**src/rtl/mem_data_initiator.sv**
```systemverilog
// Data-side initiator for the unified 1024x16 memory: valid/ready request in, strobed access out.
// Define MEM_INIT_READBACK_EN to follow every write with a verify read that sets the sticky wrErr flag.
module mem_data_initiator #(
    parameter int ADDR_W        = 10,
    parameter int DATA_W        = 16,
    parameter int STROBE_CYCLES = 2    // legal range 1..15
) (
    input  logic              clk,
    input  logic              rst,
    input  logic              reqValid,
    output logic              reqReady,
    input  logic              reqWrite,
    input  logic [ADDR_W-1:0] reqAdd,
    input  logic [DATA_W-1:0] reqData,
    output logic              rspValid,
    output logic [DATA_W-1:0] rspData,
    output logic              wrErr,
    output logic [ADDR_W-1:0] dataAdd,
    output logic [DATA_W-1:0] writeData,
    output logic              memRead,
    output logic              memWrite,
    input  logic [DATA_W-1:0] data
);

    localparam logic [2:0] S_IDLE   = 3'd0;
    localparam logic [2:0] S_SETUP  = 3'd1;
    localparam logic [2:0] S_STROBE = 3'd2;
    localparam logic [2:0] S_RESP   = 3'd5;
`ifdef MEM_INIT_READBACK_EN
    localparam logic [2:0] S_CHECK_SETUP  = 3'd3;
    localparam logic [2:0] S_CHECK_STROBE = 3'd4;
    localparam logic [2:0] S_WRITE_DONE   = S_CHECK_SETUP;
`else
    localparam logic [2:0] S_WRITE_DONE   = S_RESP;
`endif

    // Counter holds the number of strobe cycles still to go after the current one.
    localparam logic [3:0] CNT_LOAD = 4'(STROBE_CYCLES - 1);

    logic [2:0]        state_q, state_d;
    logic [3:0]        cnt_q, cnt_d;
    logic              is_write_q, is_write_d;
    logic [ADDR_W-1:0] add_q, add_d;
    logic [DATA_W-1:0] wdata_q, wdata_d;
    logic [DATA_W-1:0] rdata_q, rdata_d;
    logic              ready_q, ready_d;
    logic              rsp_q, rsp_d;
    logic              rd_q, rd_d;
    logic              wr_q, wr_d;

    always_comb begin
        // NOTE: every variable gets a default first so no path leaves it unassigned (no latches).
        state_d    = state_q;
        cnt_d      = cnt_q;
        is_write_d = is_write_q;
        add_d      = add_q;
        wdata_d    = wdata_q;
        rdata_d    = rdata_q;

        case (state_q)
            S_IDLE: begin
                if (reqValid && ready_q) begin
                    is_write_d = reqWrite;
                    add_d      = reqAdd;
                    wdata_d    = reqData;
                    state_d    = S_SETUP;
                end
            end
            S_SETUP: begin
                cnt_d   = CNT_LOAD;
                state_d = S_STROBE;
            end
            S_STROBE: begin
                if (cnt_q != 4'd0) begin
                    cnt_d = cnt_q - 4'd1;
                end else if (!is_write_q) begin
                    rdata_d = data;
                    state_d = S_RESP;
                end else begin
                    state_d = S_WRITE_DONE;
                end
            end
`ifdef MEM_INIT_READBACK_EN
            S_CHECK_SETUP: begin
                cnt_d   = CNT_LOAD;
                state_d = S_CHECK_STROBE;
            end
            S_CHECK_STROBE: begin
                if (cnt_q != 4'd0) begin
                    cnt_d = cnt_q - 4'd1;
                end else begin
                    state_d = S_RESP;
                end
            end
`endif
            S_RESP:  state_d = S_IDLE;
            default: state_d = S_IDLE;
        endcase

        // Handshake and strobe outputs are registered, decoded from the next state.
        ready_d = (state_d == S_IDLE);
        rsp_d   = (state_d == S_RESP);
        wr_d    = (state_d == S_STROBE) && is_write_d;
        rd_d    = (state_d == S_STROBE) && !is_write_d;
`ifdef MEM_INIT_READBACK_EN
        rd_d    = rd_d || (state_d == S_CHECK_STROBE);
`endif
    end

    always_ff @(posedge clk) begin
        // NOTE: state uses non-blocking assignments so every register samples pre-edge values.
        if (!rst) begin
            // NOTE: all registers, including address/data holding registers, are cleared so outputs read 0 in reset.
            state_q    <= S_IDLE;
            cnt_q      <= 4'd0;
            is_write_q <= 1'b0;
            add_q      <= '0;
            wdata_q    <= '0;
            rdata_q    <= '0;
            ready_q    <= 1'b0;
            rsp_q      <= 1'b0;
            rd_q       <= 1'b0;
            wr_q       <= 1'b0;
        end else begin
            state_q    <= state_d;
            cnt_q      <= cnt_d;
            is_write_q <= is_write_d;
            add_q      <= add_d;
            wdata_q    <= wdata_d;
            rdata_q    <= rdata_d;
            ready_q    <= ready_d;
            rsp_q      <= rsp_d;
            rd_q       <= rd_d;
            wr_q       <= wr_d;
        end
    end

`ifdef MEM_INIT_READBACK_EN
    logic err_q, err_d;

    // Compare on the last verify-strobe cycle; the flag stays set until reset.
    always_comb begin
        err_d = err_q;
        if (state_q == S_CHECK_STROBE && cnt_q == 4'd0 && data != wdata_q) begin
            err_d = 1'b1;
        end
    end

    always_ff @(posedge clk) begin
        if (!rst) begin
            err_q <= 1'b0;
        end else begin
            err_q <= err_d;
        end
    end

    assign wrErr = err_q;
`else
    assign wrErr = 1'b0;
`endif

    assign reqReady  = ready_q;
    assign rspValid  = rsp_q;
    assign rspData   = rdata_q;
    assign dataAdd   = add_q;
    assign writeData = wdata_q;
    assign memRead   = rd_q;
    assign memWrite  = wr_q;

endmodule

```
**config.mk**
```make
export PLATFORM = sky130hd
export DESIGN_NAME = mem_data_initiator
export DESIGN_NICKNAME = d
export VERILOG_FILES = /design/src/rtl/mem_data_initiator.sv
export SDC_FILE = /design/constraint.sdc
export NUM_CORES = 1
export LEC_CHECK = 0
export ABC_AREA = 1
export CORE_MARGIN = 2
export CORE_UTILIZATION = 35
export DETAILED_ROUTE_END_ITERATION = 8
export GPL_ROUTABILITY_DRIVEN = 1
export PLACE_DENSITY = 0.81
export SLEW_MARGIN = 20
export SYNTH_ARGS = -nofsm -noshare
export SYNTH_HDL_FRONTEND = slang
export SYNTH_SLANG_ARGS = --single-unit
export TNS_END_PERCENT = 20
```
**constraint.sdc**
```tcl
create_clock -name clk -period 1.5 [get_ports clk]
set_clock_uncertainty 0.05 [all_clocks]
set_input_delay 0.3 -clock clk [delete_from_list [all_inputs] [get_ports clk]]
set_output_delay 0.3 -clock clk [all_outputs]
set_load 0.02 [all_outputs]
```
### Word level (Yosys, flattened, before mapping)

Cells that the tools add are included.

| storage, ports and cells | value |
|---|---|
| bits in registers | 54 |
| input port bits | 46 |
| output and inout port bits | 47 |
| word-level logic and storage cells | 36 |

| cells by class | value |
|---|---|
| add/sub/neg operators | 1 |
| eq/ne operators | 5 |
| muxes and demuxes | 7 |
| bitwise operators | 2 |
| reduce and logical (&&, ||, !) cells | 11 |

Operator list:

| cell | number |
|---|---|
| one-hot mux 3 bit (3 select lines) | 1 |
| one-hot mux 4 bit (2 select lines) | 1 |
| equality test 3 x 2 -> 1 bit, second input constant | 2 |
| zero test 3 bit | 2 |
| two-way mux 3 bit | 2 |
| two-way mux 4 bit | 1 |
| AND reduction 2 bit | 2 |
| nonzero test 4 bit | 1 |
| subtractor 4 x 1 -> 4 bit, second input constant | 1 |
| equality test 3 x 1 -> 1 bit, second input constant | 1 |
| equality test 3 bit, second input constant | 1 |
| logical AND 1 bit | 3 |
| AND reduction 3 bit | 1 |
| two-way mux 1 bit | 2 |
| inequality test 2 bit, second input constant | 1 |
| inverter 1 bit | 2 |
| nonzero test 2 bit | 1 |
| zero test 1 bit | 1 |

### Longest topological paths before layout

| depth | value |
|---|---|
| word-level depth | 5 |
| depth in mapped cells | 9 |

### Worst setup path after synthesis

Ideal clock, no wire load.

| timing | value |
|---|---|
| kind | register -> register |
| from | register cnt_q[0] |
| to | register rdata_q[10] (netlist: rspData[10]) |
| arrival | 1.184 ns |
| setup slack | 0.153 ns |
| stages on the path, launching flop included | 9 |
| path buffers | 1 |
| period minus slack after synthesis | 1.347 ns |
| cell sequence | dfxtp_1 inv_1 ha_1 nand3_2 nor2_4 nand2_4 buf_2 o21ai_1 nor2_1 |

| between the ends | value |
|---|---|
| word-level cells in the longest chain between the ends | 3 |

Ends and longest elaborated chain:

| what | line | RTL |
|---|---|---|
| start, declared | 41 | `logic [3:0] cnt_q, cnt_d;` |
| start signal, assigned | 126 | `cnt_q <= cnt_d;` |
| nonzero test 4 bit | 74 | `if (cnt_q != 4'd0) begin` |
| inverter 1 bit (no source line) | n/a |  |
| AND reduction 3 bit (no source line) | n/a |  |
| end signal, assigned | 130 | `rdata_q <= rdata_d;` |
| end, declared | 45 | `logic [DATA_W-1:0] rdata_q, rdata_d;` |

No other way between the ends.
A chain may end at the register's enable or synchronous reset.

### Final worst setup path

| timing | value |
|---|---|
| from | register cnt_q[1] |
| to | register rdata_q[0] (netlist: rspData[0]) |

The elaborated chain is that of the path after synthesis.

==> impl_metrics.csv <==
group,metric,value,unit
route,wire_per_inst,12.14,um
critical_path,crit_path_start_kind,"register",
timing,setup_ws,0.08427,ns
die,num_io_pins,93,
flow_run,cap_violations,0,
placed_design,dpl-instance-area,0.003020,mm2
critical_path,crit_path_top_delay_cell,"dfxtp_2",
critical_path,critPathMaxStageDelay,0.34,ns
placed_design,pre_cts_ws,-0.1928,ns
logic_synthesis,synth_area,0.002072,mm2
timing,whs,0.4310,ns
timing,timing.final.crit_period,1.416,ns
global_routing,antenna_found_initial,0,
global_routing,grt_pass1_vias,1825,
die,die_y,80.94,um
route,drc,0,
timing,final.period_utilization,94.38,%
die,initial_core_util,35.63,%
logic_synthesis,yosys-top-cells-area,"dfxtp_1 52%, nor2_1 16%, o21ai_1 7.0%",
critical_path,rrSetupSlack,0.08,ns
clock_network,clk_pin_slew,0.10,ns
logic_synthesis,synth.avg_cell_area,8.062,um2
finish,area_delta_synth_final,52.42,%
logic_synthesis,synth.distinct_cells,28,
clock_network,clock_latency,0.30,ns
route,wirelength,5.197,mm
critical_path,rr_endpoint,"rspData[0]",
run_status,status,"finished clean",
die,rows,28,
clock_network,htreeDepth,2,
finish,finish.utilization,54.30,%
placed_design,portBuffers,91,
min_path,min_path_type,"register to register",
logic_synthesis,synth_most_common_cell,"nor2_1",
clock_network,cts_buffers,5,
logic_synthesis,yosysWarnings,0,
global_routing,grt-ovfl-total,0,
critical_path,arrival,1.57,ns
finish,final_cell_area,0.003158,mm2
placed_design,gp_congestion,0.7357,
clock_network,clkSinkCount,54,
timing,drv_slew,0,
logic_synthesis,synthDominantCellAreaShare,52.17,%
finish,drive_gt1_share,11.05,%
logic_synthesis,synthArstFlopShare,0,%
finish,nets,400,
die,dieArea,0.006551,mm2
route,drt_iter0_drc,110,
logic_synthesis,synth_edf_count,0,
logic_synthesis,synthesis.instances,257,
critical_path,end_kind,"register",
logic_synthesis,seq_area_frac_synth,52.17,%
power,p_total,3.115,mW
logic_synthesis,synth_common_cells,"91 x nor2_1, 54 x dfxtp_1, 29 x o21ai_1",
min_path,hp-start,"rspData[4]",
min_path,min_to,"rspData[4]",
power,power_leakage,1.493,nW
critical_path,cp_max_fo,5,
timing,final_hold_viol_count,0,
clock_network,cts_tree,"yes",
placed_design,place_hpwl,3.595,mm
route,vias,1934,
finish,fill_cells,567,
logic_synthesis,yosys.area.top_type,"dfxtp_1",
die,core,0.005816,mm2
critical_path,cp-startpoint,"cnt_q[1]",
clock_network,cts-root-buf,"clkbuf_8",
critical_path,rr_worst_depth,8,
global_routing,track_usage,15.66,%
critical_path,rr_startpoint,"cnt_q[1]",
route,via_per_inst,4.519,
logic_synthesis,synth_flop_cell,"dfxtp_1",
timing,fmax,706.4,MHz
finish,multi_input_area,860.8,um2
power,worst_ir_drop_vdd,514.5,uV
min_path,hold_path_depth,2,
logic_synthesis,syn_nets,305,
route,ant_nets,0,
global_routing,grt_pass1_wl,8.066,mm
timing,setup_viol,0,
critical_path,path_class,"register to register",
power,power_density,986.2,mW/mm2
die,die_x,80.94,um
finish,diodes,0,
logic_synthesis,ys_ff_latch,54,
critical_path,required,1.66,ns
global_routing,grt_max_degree,29,
clock_network,cts_buffer_depth,2,
route,drt-pass1-iter-count,4,
critical_path,crit_chain,"inv_1, ha_4, nand3_4, nor2_4, buf_12, nand2_8, o21ai_1, nor2_1",
finish,final-seq-area,0.001082,mm2
## through the flow
step / TNS (ns) / cells
2_1_floorplan: 0 / 257
3_3_place_gp: -3.165 / 416
3_5_place_dp: -4.769 / 416
4_1_cts: 0 / 424
5_1_grt: -0.06898 / 428
6_report: 0 / 428
## critical path: cells and delay by family, from the launching register on
family	cells	cell delay [ns]
AND/OR/NAND/NOR	4	0.37
flip-flops	1	0.34
buffers and inverters	2	0.24
adder cells (fa/ha/maj)	1	0.16
AO/OA/AOI/OAI	1	0.15
## cells in the final DEF, fill, tap and decap left out, types with 2 or more instances in the layout
cell and count:
nor2_2 2, o21ai_1 33, buf_4 4, nor2_4 2, nand2_4 2, dfxtp_1 53, nand2_2 3, clkbuf_8 5
a21oi_1 5, inv_2 4, buf_12 3, nand3_1 2, nand2_1 15, nor2_1 91, o21ai_0 7, clkdlybuf4s50_1 45
inv_1 11, o21ai_2 4, dlygate4sd2_1 46
## area by class of cell
cell class | count | share of cell area, %
sequential | 54 | 34.27
timing repair buffer | 98 | 29.87
multi-input combinational | 176 | 27.26
tap | 75 | 2.971
inverter | 16 | 2.298
clock buffer | 5 | 2.179
clock inverter | 3 | 0.7924
timing repair inverter | 1 | 0.3566
## worst max-delay path by stage
stage	to	slack [ns]	cells after the start
after floorplan	rspData[10]	0.15	8
after global placement	dataAdd[7]	-0.12	6
after detailed placement	writeData[3]	-0.19	6
after CTS	rspData[14]	0.01	8
after global routing	rspData[14]	-0.02	9
final	rspData[0]	0.08	8
## kinds of logic (layout without fill, tap and decap cells)
| family | after synthesis | count (layout) | share of synthesized area (%) |
|---|---|---|---|
| flops | 54 | 54 | 52.17 |
| buf+inv | 29 | 123 | 9.118 |
| simple gates | 121 | 123 | 24.70 |
| fa+ha+maj | 2 | 2 | 1.208 |
| xor+xnor | 1 | 1 | 0.4228 |
| other cells | 1 | 1 | 0.1810 |
| compound gates | 49 | 49 | 12.20 |
## routing by layer
layer,vias up,part of all wire (%),global-route usage [%]
met1,875,44,18.20
met4,0,0.56,3.051
met3,4,5.6,3.889
met2,58,50,29.09
met5,-,0,0
li1,997,-,-
## power by group
part / switching, mW / internal [mW] / total (mW)
Combinational: 0.387 / 0.314 / 0.701
Clock: 0.484 / 0.338 / 0.822
Sequential: 0.0521 / 1.54 / 1.59
## registers in the layout (all words and copies together) (netlist names)
register / count
rspData: 16
cnt_q: 4
memWrite: 1
rspValid: 1
memRead: 1
reqReady: 1
dataAdd: 10
is_write_q: 1
writeData: 16
state_q: 3
## what timing repair did
action / CTS / global route
pin swaps: 0 / 2
hold buffers: 0 / 0
gates resized for setup: 49 / 15
setup endpoints to repair: 50 / 18
buffers inserted: 0 / 1
cloned: 0 / 3
endpoints found under the hold margin: 0 / 0
Power figures use the tool's default switching activity.
